### src/rtl/limb_pkg.sv
// ---------------------------------------------------------------------------
// limb_pkg
// Shared definitions for the instruction prefetch buffer: bus transfer-type
// encodings, the fetch FSM state type, the buffered entry layout and the
// AL / NOP instruction constants.
// ---------------------------------------------------------------------------
package limb_pkg;

  // Memory bus transfer types
  localparam logic [1:0] TRANS_IDLE = 2'b00;
  localparam logic [1:0] TRANS_NSEQ = 2'b10;
  localparam logic [1:0] TRANS_SEQ  = 2'b11;

  // Condition code "always" and the canonical no-op (mov r0, r0)
  localparam logic [3:0]  AL  = 4'hE;
  localparam logic [31:0] NOP = 32'hE1A0_0000;

  typedef enum logic [1:0] {
    ST_NSEQ = 2'd0,
    ST_SEQ  = 2'd1,
    ST_HOLD = 2'd2
  } fetch_state_t;

  typedef struct packed {
    logic        abort;
    logic [31:0] pc;
    logic [31:0] instr;
  } pf_entry_t;

endpackage

### src/rtl/prefetch_fifo.sv
// ---------------------------------------------------------------------------
// prefetch_fifo
// DEPTH-entry synchronous FIFO holding {abort, pc, instr} fetch results.
// The head entry is read from registered storage, so nothing written in a
// cycle is visible at the output before the following cycle.
//
// Ports
//   clk      in   clock, rising edge
//   reset    in   asynchronous active-high reset
//   i_push   in   write i_data at the tail
//   i_data   in   entry to write
//   i_pop    in   drop the head entry (ignored when empty)
//   i_clear  in   drop all entries; overrides push and pop
//   o_head   out  head entry (all zero when empty)
//   o_valid  out  at least one entry present
//   o_count  out  number of entries held
// ---------------------------------------------------------------------------
module prefetch_fifo
  import limb_pkg::*;
#(
  parameter int DEPTH = 4,
  parameter int CNT_W = $clog2(DEPTH) + 1
) (
  input  logic             clk,
  input  logic             reset,
  input  logic             i_push,
  input  pf_entry_t        i_data,
  input  logic             i_pop,
  input  logic             i_clear,
  output pf_entry_t        o_head,
  output logic             o_valid,
  output logic [CNT_W-1:0] o_count
);

  localparam int AW = $clog2(DEPTH);

  pf_entry_t        r_mem [DEPTH];
  logic [AW-1:0]    r_wr_ptr;
  logic [AW-1:0]    r_rd_ptr;
  logic [CNT_W-1:0] r_count;
  logic             w_push;
  logic             w_pop;

  assign w_pop  = i_pop && (r_count != '0);
  // A push into a full FIFO is fine as long as the head leaves in the same cycle.
  assign w_push = i_push && (w_pop || (r_count != CNT_W'(DEPTH)));

  always_ff @(posedge clk) begin
    if (w_push && !i_clear) begin
      r_mem[r_wr_ptr] <= i_data;
    end
  end

  always_ff @(posedge clk or posedge reset) begin
    if (reset) begin
      r_wr_ptr <= '0;
      r_rd_ptr <= '0;
      r_count  <= '0;
    end else if (i_clear) begin
      r_wr_ptr <= '0;
      r_rd_ptr <= '0;
      r_count  <= '0;
    end else begin
      if (w_push) r_wr_ptr <= r_wr_ptr + AW'(1);
      if (w_pop)  r_rd_ptr <= r_rd_ptr + AW'(1);
      r_count <= r_count + CNT_W'(w_push) - CNT_W'(w_pop);
    end
  end

  assign o_valid = (r_count != '0);
  assign o_head  = o_valid ? r_mem[r_rd_ptr] : '0;
  assign o_count = r_count;

endmodule

### src/rtl/instruction_prefetch_buffer.sv
// ---------------------------------------------------------------------------
// instruction_prefetch_buffer
// Fetches consecutive instruction words from a pipelined memory (data one
// cycle after the request) into a small FIFO and presents them to decode.
// A flush redirects fetching to a branch target and drops everything queued
// or in flight.
//
// Ports
//   clk          in   clock, rising edge
//   reset        in   asynchronous active-high reset
//   addr         out  registered fetch word address
//   trans        out  registered transfer type (00 idle, 10 nseq, 11 seq)
//   write        out  memory write strobe, always 0
//   rdata        in   read data for the previous cycle's request
//   abort        in   memory abort, qualified with rdata
//   flush        in   redirect pulse from execute
//   flush_addr   in   redirect target word address
//   instr_o      out  head instruction
//   instr_pc     out  word address of instr_o
//   instr_abort  out  head was fetched with abort set
//   instr_valid  out  head entry present
//   instr_ready  in   decode accepts the head entry
//
// Fetch FSM (state describes the transfer currently on the bus)
//   state | meaning
//   NSEQ  | non-sequential request at a new address (reset, redirect)
//   SEQ   | sequential request at previous address + 1
//   HOLD  | no credit, bus idle, addr holds the last requested address
// ---------------------------------------------------------------------------
module instruction_prefetch_buffer
  import limb_pkg::*;
#(
  parameter int          DEPTH      = 4,
  parameter logic [31:0] RESET_ADDR = 32'h0
) (
  input  logic        clk,
  input  logic        reset,
  output logic [31:0] addr,
  output logic [1:0]  trans,
  output logic        write,
  input  logic [31:0] rdata,
  input  logic        abort,
  input  logic        flush,
  input  logic [31:0] flush_addr,
  output logic [31:0] instr_o,
  output logic [31:0] instr_pc,
  output logic        instr_abort,
  output logic        instr_valid,
  input  logic        instr_ready
);

  localparam int CNT_W = $clog2(DEPTH) + 1;

  fetch_state_t     r_state;
  logic [31:0]      r_addr;
  logic [1:0]       r_trans;
  logic             r_started;
  logic             r_pend;
  logic [31:0]      r_pend_pc;

  pf_entry_t        w_din;
  pf_entry_t        w_head;
  logic             w_valid;
  logic             w_push;
  logic             w_pop;
  logic             w_in_flight;
  logic             w_credit;
  logic [CNT_W-1:0] w_count;
  logic [CNT_W-1:0] w_count_next;

  // Responses to requests made before or during a flush never reach the FIFO.
  assign w_push = r_pend && !flush;
  assign w_pop  = w_valid && instr_ready && !flush;
  assign w_din  = {abort, r_pend_pc, rdata};

  // After this edge the request now on the bus is the only one still in flight.
  assign w_in_flight  = (r_state != ST_HOLD);
  assign w_count_next = w_count + CNT_W'(w_push) - CNT_W'(w_pop);
  assign w_credit     = (w_count_next + CNT_W'(w_in_flight)) < CNT_W'(DEPTH);

  always_ff @(posedge clk or posedge reset) begin
    if (reset) begin
      r_state   <= ST_NSEQ;
      r_trans   <= TRANS_IDLE;
      r_addr    <= RESET_ADDR;
      r_started <= 1'b0;
      r_pend    <= 1'b0;
      r_pend_pc <= '0;
    end else begin
      r_pend    <= (r_trans != TRANS_IDLE) && !flush;
      r_pend_pc <= r_addr;
      if (flush) begin
        r_started <= 1'b1;
        r_state   <= ST_NSEQ;
        r_trans   <= TRANS_NSEQ;
        r_addr    <= flush_addr;
      end else if (!r_started) begin
        // First edge after reset: put the reset-address request on the bus.
        r_started <= 1'b1;
        r_state   <= ST_NSEQ;
        r_trans   <= TRANS_NSEQ;
      end else begin
        unique case (r_state)
          ST_NSEQ, ST_SEQ, ST_HOLD: begin
            if (w_credit) begin
              r_state <= ST_SEQ;
              r_trans <= TRANS_SEQ;
              r_addr  <= r_addr + 32'd1;
            end else begin
              r_state <= ST_HOLD;
              r_trans <= TRANS_IDLE;
            end
          end
          default: begin
            r_state <= ST_HOLD;
            r_trans <= TRANS_IDLE;
          end
        endcase
      end
    end
  end

  prefetch_fifo #(
    .DEPTH (DEPTH),
    .CNT_W (CNT_W)
  ) u_fifo (
    .clk     (clk),
    .reset   (reset),
    .i_push  (w_push),
    .i_data  (w_din),
    .i_pop   (w_pop),
    .i_clear (flush),
    .o_head  (w_head),
    .o_valid (w_valid),
    .o_count (w_count)
  );

  assign addr        = r_addr;
  assign trans       = r_trans;
  assign write       = 1'b0;
  assign instr_o     = w_head.instr;
  assign instr_pc    = w_head.pc;
  assign instr_abort = w_head.abort;
  assign instr_valid = w_valid;

endmodule

### config.mk
export PLATFORM = sky130hd
export DESIGN_NAME = instruction_prefetch_buffer
export DESIGN_NICKNAME = d
export VERILOG_FILES = /design/src/rtl/limb_pkg.sv /design/src/rtl/prefetch_fifo.sv /design/src/rtl/instruction_prefetch_buffer.sv
export SDC_FILE = /design/constraint.sdc
export NUM_CORES = 1
export LEC_CHECK = 0
export ABC_AREA = 1
export CELL_PAD_IN_SITES_DETAIL_PLACEMENT = 1
export CELL_PAD_IN_SITES_GLOBAL_PLACEMENT = 1
export CORE_UTILIZATION = 47
export CTS_CLUSTER_SIZE = 28
export DETAILED_ROUTE_END_ITERATION = 6
export PLACE_DENSITY_LB_ADDON = 0.1
export SYNTH_ARGS = -nofsm -noshare
export SYNTH_HDL_FRONTEND = slang
export SYNTH_SLANG_ARGS = --single-unit
export TNS_END_PERCENT = 5
### constraint.sdc
create_clock -name clk -period 12.35 [get_ports clk]
set_input_delay 1.8525 -clock clk [delete_from_list [all_inputs] [get_ports clk]]
set_output_delay 1.8525 -clock clk [all_outputs]
set_load 0.03 [all_outputs]
==> reports/metrics.cfg <==
[status]
result_of_the_run = finished clean

[critical_path]
critPathLaunchType = flip-flop
worstSetupEndpointType = primary output
crit_path_kind = flip-flop to primary output
crit_slowest_cell = dfrtp_4
timing.critical_path.fanout_max = 94
cp_cell_sequence = clkinv_2 > buf_4 > o21ai_0 > a21oi_1 > clkdlybuf4s50_1
cp_num_buf_inv = 3
max_stage_delay_ns = 0.75
cp.required_ns = 10.50
cell_family_with_the_largest_share_of_critical_path_delay = buffers and inverters
cp.arrival_ns = 3.92

[floorplanning]
row_count = 63
die_y_um = 175
die_area_um2 = 30800
floorplan.die.width_um = 175
initial_core_utilization_pct = 47.7
floorplan.core_area_um2 = 29600
io_pins = 170

[cells_and_area]
layout-drive-gt1-share_pct = 5.92
most-common-layout-cells = 311 x nor2_1, 260 x edfxtp_1, 247 x nand2_1
area_growth_pct = 22.3
antenna_cells_inserted = 0
fillerInstances = 3216
final_common_cell = nor2_1
nets = 1572
postLayoutCellArea_um2 = 17300

[sta]
fin_tns_setup_ns = 0
rsz_0062_raised_after_global_routing = no
finalCritPeriodShare_pct = 46.7
clock_skew_ns = 0.00954
timing.final.max_slew_violations = 0
finalSetupViolCount = 0
worst-slew-pin-transition_ns = 1.03
report.final.hold_viol_count = 0
period_needed_ns = 5.77
max_freq_mhz = 173
timing.slew.headroom_pct = 31.2

[power]
power_leakage_uw = 0.00658
irDropWorstVdd_mv = 0.122
cellPowerDensity_nw_per_um2 = 241

[clock_tree]
tritoncts = built
numCtsBuffers = 36
cts.repair.resized = 0
cts-htree-levels = 2
clk_pin_slew_ns = 0.06
post_cts_buffers = 0
max-clock-path-buffers = 3
cts-hold-fix-buffers = 0
worst_skew_pair.late_latency_ns = 0.52
clkSinkCount = 336
root_buffer = clkbuf_16

[route]
detail_route.vias_per_cell = 5.34
drc_marker_count_from_the_first_detailed_route_iteration = 642
final_antenna_net_count = 0
detail_route.wl_per_cell_um = 19.5
postRouteWirelength_um = 37200
remaining_drc_errors = 0
vias = 10200
drtPass1Iterations = 5

[place]
portbufs = 168
placedInstanceArea_um2 = 16100
place_hpwl_um = 22000
place_congestion = 0.805

[min_path]
hold_path.class = flip-flop to flip-flop

[yosys]
synth_area_per_cell_um2 = 10.5
yosysWarnings = 0
syn-num-nets = 1424
synthesis.instances = 1344
ys_types = 27
yosys_register_bits = 336
synth_area_um2 = 14100
seq_area_frac_synth_pct = 68.7

[global_routing]
global_route.usage.total_pct = 24.5
largest_net_degree_at_the_start_of_global_routing = 95
grt_pass1_wl_um = 58300
grt_util_met2_pct = 44.5
met3_usage_pct = 2.99
grt.overflow.total = 0
grt-busiest-layer = met2
globalRouteMet1Util_pct = 30.6
grt_antenna_before_repair = 0
grt_pass1_vias = 11116

[flow_run]
max-cap-violations = 0

==> where the power goes <==
group / total (µW) / switching [µW] / leakage [µW] / internal (µW)
logic: 1430 / 939 / 0.00270 / 492
registers: 1660 / 216 / 0.00332 / 1450
clock network: 1070 / 426 / 0.000562 / 639
total: 4160 / 1580 / 0.00658 / 2580
==> path summary, 6_finish.rpt <==
check / start / end / slack, ns / cells past startpoint
setup / recovery: u_fifo.r_rd_ptr[0]$_DFFE_PP0P_ / instr_pc[17] / 6.58 / 5
hold / removal: r_pend_pc[9]$_DFF_PP0_ / u_fifo.r_mem[2][41]$_DFFE_PP_ / 0.49 / 0
hold reg to reg: r_pend_pc[9]$_DFF_PP0_ / u_fifo.r_mem[2][41]$_DFFE_PP_ / 0.49 / 0
min in group asynchronous: reset / trans[1]$_DFF_PP0_ / 1.96 / 3
max in group asynchronous: reset / u_fifo.r_rd_ptr[0]$_DFFE_PP0P_ / 9.64 / 3
setup reg to reg: u_fifo.o_count[1]$_DFF_PP0_ / addr[16]$_DFFE_PP0P_ / 8.11 / 19
==> state kept, by name, summed over array words and instances, names as in the netlist <==
register	flops
u_fifo.r_mem	260
addr	32
r_pend_pc	32
u_fifo.o_count	3
trans	2
u_fifo.r_rd_ptr	2
u_fifo.r_wr_ptr	2
r_pend	1
r_started	1
r_state	1
==> per-stage QoR <==
| step | instances | hold slack (ns) | worst slack, ns | total power, µW | utilization (%) |
|---|---|---|---|---|---|
| finish | 1909 | 0.491 | 6.58 | 4160 | 58.3 |
| global route | 1909 | 0.503 | 6.37 | 4360 | 58.3 |
| CTS | 1909 | 0.492 | 6.53 | 4200 | 58.3 |
| detailed placement | 1844 | 0.478 | 6.80 | 3120 | 54.4 |
| global placement | 1844 | 0.466 | 6.96 | 3060 | 54.4 |
| floorplan | 1344 | 0.455 | 6.63 | 2480 | - |
==> routing by layer <==
layer,vias up,part of all wire [%]
met5,-,0
met4,0,2.2
met3,62,3.9
met2,257,52
met1,5096,42
li1,4785,-
==> area by class of cell <==
class / instances / area (µm²) / area share (%)
multi-input cells: 876 / 3910 / 22.6
inverters: 62 / 234 / 1.35
flip-flops and latches: 336 / 9710 / 56.2
well taps: 390 / 488 / 2.82
clock inverters: 14 / 183 / 1.06
repair buffers: 180 / 1770 / 10.3
clock buffers: 51 / 978 / 5.66
==> cells in the mapped netlist, drive strengths merged <==
library cell    n  area share, %
dfrtp          76             13
xnor2           1          0.062
nand2         251            6.8
clkbuf         34           0.90
xor2            9           0.56
or2             2          0.089
inv            62            1.6
nor2          325            8.9
a22o            1          0.062
edfxtp        260             55
nand4           1           0.15
conb            2          0.053
a21oi          68            2.4
fa              1           0.14
buf            36            1.3
ha             10           0.89
nand3          67            2.4
a31oi           1          0.044
o21ai         137            4.9
==> kinds of logic after synthesis <==
| logic type | count (synthesis) | share of synthesized area [%] |
|---|---|---|
| fa+ha+maj | 11 | 1.03 |
| compound gates | 207 | 7.37 |
| simple gates | 646 | 18.4 |
| xor+xnor | 10 | 0.620 |
| flops | 336 | 68.7 |
| buf+inv | 132 | 3.86 |
| other cells | 2 | 0.0532 |
No activity file was read; power rests on OpenSTA's default activity.
